[src/rtl/register_file_16x32_pkg.sv]
// ----------------------------------------------------------------------------
// regfile_pkg : shared sizing constants and types for the 16x32 register file
// Rev 1.0
// ----------------------------------------------------------------------------
`default_nettype none

package regfile_pkg;

   localparam int WIDTH  = 32;
   localparam int DEPTH  = 16;
   localparam int ADDR_W = 4;

   typedef logic [WIDTH-1:0] reg_word_t;

   localparam logic [ADDR_W-1:0] ZERO_REG = '0;

endpackage

`default_nettype wire

[src/rtl/register_file_16x32_onehot_to_index.sv]
// ----------------------------------------------------------------------------
// onehot_to_index : one-hot row select to binary index, with a legality flag
// Rev 1.0
// ----------------------------------------------------------------------------
`default_nettype none

module onehot_to_index
   import regfile_pkg::*;
#(
   parameter int SEL_W = DEPTH,
   parameter int IDX_W = ADDR_W
) (
   input  logic [SEL_W-1:0] sel_i,
   output logic [IDX_W-1:0] index_o,
   output logic             legal_o
);

   localparam int CNT_W = $clog2(SEL_W + 1);

   logic [CNT_W-1:0] ones_cnt;

   always_comb begin
      index_o  = '0;
      ones_cnt = '0;
      legal_o  = 1'b0;
      for (int i = 0; i < SEL_W; i++) begin
         if (sel_i[i]) begin
            index_o  = i[IDX_W-1:0];
            ones_cnt = ones_cnt + CNT_W'(1);
         end
      end
      // An X/Z bit makes the parity unknown, so both compares fail and legal stays 0.
      if (((^sel_i) == 1'b0) || ((^sel_i) == 1'b1)) begin
         legal_o = (ones_cnt == CNT_W'(1));
      end
   end

endmodule

`default_nettype wire

[src/rtl/register_file_16x32.sv]
// ----------------------------------------------------------------------------
// register_file_16x32 : 16 x 32-bit register file, one-hot write, two read ports
// Rev 1.0
// ----------------------------------------------------------------------------
`default_nettype none

module register_file_16x32
   import regfile_pkg::*;
#(
   parameter int WIDTH  = regfile_pkg::WIDTH,
   parameter int DEPTH  = regfile_pkg::DEPTH,
   parameter int ADDR_W = regfile_pkg::ADDR_W
) (
   input  logic              clk,
   input  logic              reset,
   input  logic              wr_en,
   input  logic [DEPTH-1:0]  wr_sel,
   input  logic [WIDTH-1:0]  wr_data,
   input  logic              rd_en,
   input  logic [ADDR_W-1:0] rd_addr_a,
   input  logic [ADDR_W-1:0] rd_addr_b,
   output logic [WIDTH-1:0]  rd_data_a,
   output logic [WIDTH-1:0]  rd_data_b,
   output logic              rd_valid,
   output logic              sel_error
);

   logic [WIDTH-1:0]  rf_q [DEPTH];
   logic [WIDTH-1:0]  rd_a_q, rd_a_d;
   logic [WIDTH-1:0]  rd_b_q, rd_b_d;
   logic              valid_q, valid_d;
   logic              err_q, err_d;

   logic [ADDR_W-1:0] wr_idx;
   logic              wr_legal;
   logic              wr_go;

   onehot_to_index #(
      .SEL_W (DEPTH),
      .IDX_W (ADDR_W)
   ) u_wr_dec (
      .sel_i   (wr_sel),
      .index_o (wr_idx),
      .legal_o (wr_legal)
   );

   assign wr_go = wr_en & wr_legal;

   // Row 0 is only ever reset, so it collapses to a constant zero.
   always_ff @(posedge clk or posedge reset) begin
      if (reset) begin
         for (int i = 0; i < DEPTH; i++) begin
            rf_q[i] <= '0;
         end
      end else if (wr_go && (wr_idx != ZERO_REG)) begin
         rf_q[wr_idx] <= wr_data;
      end
   end

   always_comb begin
      rd_a_d  = rd_a_q;
      rd_b_d  = rd_b_q;
      valid_d = rd_en;
      err_d   = err_q | (wr_en & ~wr_legal);
      if (rd_en) begin
         rd_a_d = rf_q[rd_addr_a];
         if (wr_go && (wr_idx == rd_addr_a)) begin
            rd_a_d = wr_data;
         end
         if (rd_addr_a == ZERO_REG) begin
            rd_a_d = '0;
         end
         rd_b_d = rf_q[rd_addr_b];
         if (wr_go && (wr_idx == rd_addr_b)) begin
            rd_b_d = wr_data;
         end
         if (rd_addr_b == ZERO_REG) begin
            rd_b_d = '0;
         end
      end
   end

   always_ff @(posedge clk or posedge reset) begin
      if (reset) begin
         rd_a_q  <= '0;
         rd_b_q  <= '0;
         valid_q <= 1'b0;
         err_q   <= 1'b0;
      end else begin
         rd_a_q  <= rd_a_d;
         rd_b_q  <= rd_b_d;
         valid_q <= valid_d;
         err_q   <= err_d;
      end
   end

   assign rd_data_a = rd_a_q;
   assign rd_data_b = rd_b_q;
   assign rd_valid  = valid_q;
   assign sel_error = err_q;

endmodule

`default_nettype wire

[config.mk]
export PLATFORM = sky130hd
export DESIGN_NAME = register_file_16x32
export DESIGN_NICKNAME = d
export VERILOG_FILES = /design/src/rtl/register_file_16x32_pkg.sv /design/src/rtl/register_file_16x32_onehot_to_index.sv /design/src/rtl/register_file_16x32.sv
export SDC_FILE = /design/constraint.sdc
export NUM_CORES = 2
export LEC_CHECK = 0
export CAP_MARGIN = 25
export CELL_PAD_IN_SITES_DETAIL_PLACEMENT = 1
export CELL_PAD_IN_SITES_GLOBAL_PLACEMENT = 1
export CORE_MARGIN = 5
export CORE_UTILIZATION = 47
export CTS_BUF_LIST = sky130_fd_sc_hd__clkbuf_2
export CTS_CLUSTER_SIZE = 16
export DETAILED_ROUTE_END_ITERATION = 8
export GPL_ROUTABILITY_DRIVEN = 0
export PLACE_DENSITY_LB_ADDON = 0.1
export RECOVER_POWER = 50
export SLEW_MARGIN = 20
export SYNTH_ARGS = -nofsm -noshare
export SYNTH_HDL_FRONTEND = slang
export SYNTH_SLANG_ARGS = --single-unit
[constraint.sdc]
create_clock -name clk -period 22.8 [get_ports clk]
set_input_delay 4.56 -clock clk [delete_from_list [all_inputs] [get_ports clk]]
set_output_delay 4.56 -clock clk [all_outputs]
set_load 0.05 [all_outputs]
==> summary by stage <==
Worst setup path
The kind of cell with the highest combined delay on the critical path is buffers and inverters. The arrival time at the worst endpoint is 17.40 ns. The critical path goes through dlygate4sd3_1 > clkinvlp_2 > clkbuf_1 > buf_4 > buf_4. Together, buffers and inverters on the worst path number 5. The startpoint identified for the worst register-to-register timing path is rf_q[398].

The worst stage delay on the critical path is 6.29 ns. The kind of start point of the critical path is a primary input. Among all stages on the critical path, the largest delay is contributed by sky130_fd_sc_hd__clkbuf_1.

The destination of the worst register-to-register timing path is rd_data_a[14]. STA classifies the critical path endpoint as an async pin. The worst setup path is of the primary input to async pin kind. The data required time at the worst endpoint is 24.09 ns. In this run the worst path has a maximum fanout of approximately 160.

The most numerous cell on the critical path is sky130_fd_sc_hd__buf_4. The number of cells traversed by the worst register-to-register path is 4. The register-to-register path setup slack is roughly 21 ns.

Global routing
The number of antenna violations at the first check in global routing is 4. The all-layer global routing usage is 26.1%. The maximum number of pins on one net before global-route repair is 164. The number of global-route vias before repair is 23.4k. The leftover overflow at the end of global routing is 0. The first global-routing pass estimated 146,000 um of wire.

Yosys
The flip-flop and latch count after synthesis is 578. In this run the biggest area consumer among cell types represents 45.5% of the synthesized area. Counting flops with a built-in enable in the synthesized netlist gives 0. When the netlist entered floorplanning its net count stood at 2,356.

The number of instances in the synthesized netlist is between 2k and 2.5k. The mean instance size in the synthesized netlist is 13.9 um2. Ranked by total cell area, the synthesized netlist is headed by sky130_fd_sc_hd__dfrtp_1 46%, sky130_fd_sc_hd__mux4_2 19%, sky130_fd_sc_hd__mux2_2 15%. After synthesis the cells add up to 0.0318 mm2.

During synthesis, Yosys emitted a total of 0 warnings. The share of synthesized area occupied by flip-flops and latches is a little under half. Ranked by instance count, the synthesized netlist is headed by 578 x sky130_fd_sc_hd__dfrtp_1, 420 x sky130_fd_sc_hd__mux2_2, 269 x sky130_fd_sc_hd__mux4_2. The predominant post-synthesis flop cell is sky130_fd_sc_hd__dfrtp_1.

The post-synthesis async set-or-reset flop share is 100%. The cell type contributing the most total cell area after synthesis is sky130_fd_sc_hd__dfrtp_1. Among all cell types in the netlist, the one instantiated most often is sky130_fd_sc_hd__dfrtp_1.

The number of unique standard cell types used by synthesis is 66.

Clocking
The maximum level of the CTS H-tree is 4. The count of clock tree sinks is 578. The clock latency reported for the late side of the worst-skew pair is 1.30 ns. The longest clock path from root to sink contains 3 buffers.

Buffers inserted to repair hold after CTS numbered 0. The CTS tree is yes. The post-cts gate resize count is 0.

The post-CTS setup buffer count is 0. Clock-pin slew was measured on the worst setup and hold paths at approximately 0.090 ns. The root buffer cell chosen for the clock tree is sky130_fd_sc_hd__clkbuf_2. Buffers inserted during clock tree synthesis total 157.

Die
The area of the placeable core is 0.0672 mm2. For this design the top-level I/O count stands at 126. The total number of placement rows is 95. Once the floorplan was initialized, standard cells occupied 47.3% of the core. The floorplan step defined a die boundary enclosing between 0.07 and 0.08 mm2.

The die is 270 um tall. The floorplan step set the die width to 270 um.

STA
The count of pins over their slew limit is a little under 400. The final number of hold-violating endpoints is 0. The setup-violating endpoint count in the final report is 0. The shortest period the worst path allows is approximately 16 ns.

The accumulated negative setup slack is 0 ns. At the pin with the least slew margin, the transition time is 8.56 ns. For the final database, setup skew stands at 0.0608 ns.

The final critical path takes up 70.7% of the cycle. Setup repair after global routing left no endpoint under its margin. The timing-limited maximum frequency is 62.1 MHz. In this run the tightest slew margin relative to its limit is -471%.

Final layout
Of the cells placed in the final design, the portion with a size suffix greater than 1 is 41.6%. At the end of the flow the core is filled with cells to 51.9%. The final standard cell count with taps included and fillers excluded is 3,343. With fillers left out, the area of the finished cells amounts to 0.0349 mm2.

After the last flow step, the layout net total stands at 2,441. The multi-input combinational cell area is approximately 0.016 mm2. The sequential cell area is 0.0145 mm2. The synthesis-to-layout area growth is 9.73%.

The layout has 6,617 filler cells.

Status
The final reports fail on capacitance limit, slew limit. The run finished, with violations left.

Power
The static leakage is ~0.016 uW. Total power for the finished layout comes to 2900 uW. IR analysis of the VDD net gives a maximum drop of 0.0000878 V. Dividing total power by cell area gives a power density of 83.2 mW/mm2.

Place
Once detailed placement completed, the half-perimeter wirelength came to 54,400 um. The placed instances occupy a cell area of 0.0335 mm2. The count of buffers added on input and output ports is between 100 and 150. Once placement completed, the tool counted placed cells totaling 3,078.

Worst hold path
Counting instances, the worst hold path has a depth of 0. The path with the worst hold slack has its endpoint at rf_q[497]. The start point of the worst hold path is rf_q[497]. The worst hold path belongs to the class flop to flop.

Drt
The number of detailed-route iterations in the first pass is 6. In the final routed layout, each cell accounts on average for 28.1 um. The remaining antenna violation count is 0. The post-route DRC violation count is 0. The detailed router finished its first iteration with between 1k and 1.5k violations. The total vias in the final route is 20.9k.

The sum of routed wire length over all layers is 93,900 um. Dividing the detail-routed via count by the number of cells gives 6.26.

Flow run
The tool flagged a number of max-cap violations equal to 4.
final cells by class:
cell class	instances	share of cell area [%]
well taps	873	3.13
inverters	58	0.628
flip-flops and latches	578	41.5
multi-input cells	1397	46.2
diodes	6	0.0431
repair buffers	174	4.65
clock buffers	228	3.27
clock inverters	29	0.639
layout by cell type, fill, tap and decap left out, types with 55 or more instances in the layout:
| master | synthesis | final |
|---|---|---|
| sky130_fd_sc_hd__dfrtp_1 | 578 | 578 |
| sky130_fd_sc_hd__mux2i_1 | 86 | 86 |
| sky130_fd_sc_hd__dlygate4sd3_1 | 0 | 61 |
| sky130_fd_sc_hd__o21ai_0 | 57 | 57 |
| sky130_fd_sc_hd__mux4_2 | 269 | 269 |
| sky130_fd_sc_hd__clkdlybuf4s50_1 | 0 | 55 |
| sky130_fd_sc_hd__clkbuf_2 | 0 | 228 |
| sky130_fd_sc_hd__nand2_1 | 92 | 92 |
| sky130_fd_sc_hd__inv_1 | 58 | 57 |
| sky130_fd_sc_hd__mux2_2 | 420 | 420 |
worst max-delay path by stage:
stage / from / endpoint / slack (ns) / depth (start not counted)
4_1_cts: wr_sel[0] / rf_q[50] / 7.64 / 50
6_report: reset / rf_q[286] / 6.69 / 5
5_1_grt: reset / rf_q[286] / 4.17 / 5
2_1_floorplan: reset / rd_data_a[0] / 2.07 / 1
3_5_place_dp: wr_sel[0] / rf_q[49] / 6.23 / 50
3_3_place_gp: wr_sel[1] / rf_q[44] / 6.71 / 50
sequential cells by signal, summed over array words and instances, names as in the netlist:
register	cells
rd_data_a	32
sel_error	1
rf_q	512
rd_data_b	32
rd_valid	1
logic make-up after synthesis:
family,after synthesis,share of synthesized area [%]
buf+inv,306,4.07
xor+xnor,52,1.93
simple gates,271,4.48
compound gates,239,5.18
flops,578,45.5
mux,820,38.2
fa+ha+maj,15,0.591
where the power goes:
part | leakage [uW] | internal (uW) | switching [uW]
Sequential | 0.00795 | 1160 | 91.7
Combinational | 0.00716 | 399 | 504
Clock | 0.00106 | 308 | 441
metrics by stage:
| stage | setup slack (ns) | hold WS (ns) |
|---|---|---|
| floorplan | 2.07 | 0.441 |
| global placement | 6.71 | 0.376 |
| detailed placement | 6.23 | 0.384 |
| CTS | 7.64 | 0.405 |
| global route | 4.17 | 0.418 |
| finish | 6.69 | 0.403 |
per-layer routing:
| layer | vias up | global-route usage, % | wire (um) |
|---|---|---|---|
| met2 | 549 | 42.6 | 45800 |
| met1 | 11300 | 35.0 | 40600 |
| met3 | 176 | 5.71 | 4690 |
| met5 | - | 0 | 27 |
| li1 | 8879 | - | - |
| met4 | 4 | 8.70 | 2720 |
worst reg2reg max path, delay by kind of cell, from the launching register on:
family / cells / cell delay (ns)
mux: 3 / 1.34
compound gates: 1 / 0.11
flops: 1 / 0.40
Power figures use the tool's default switching activity.
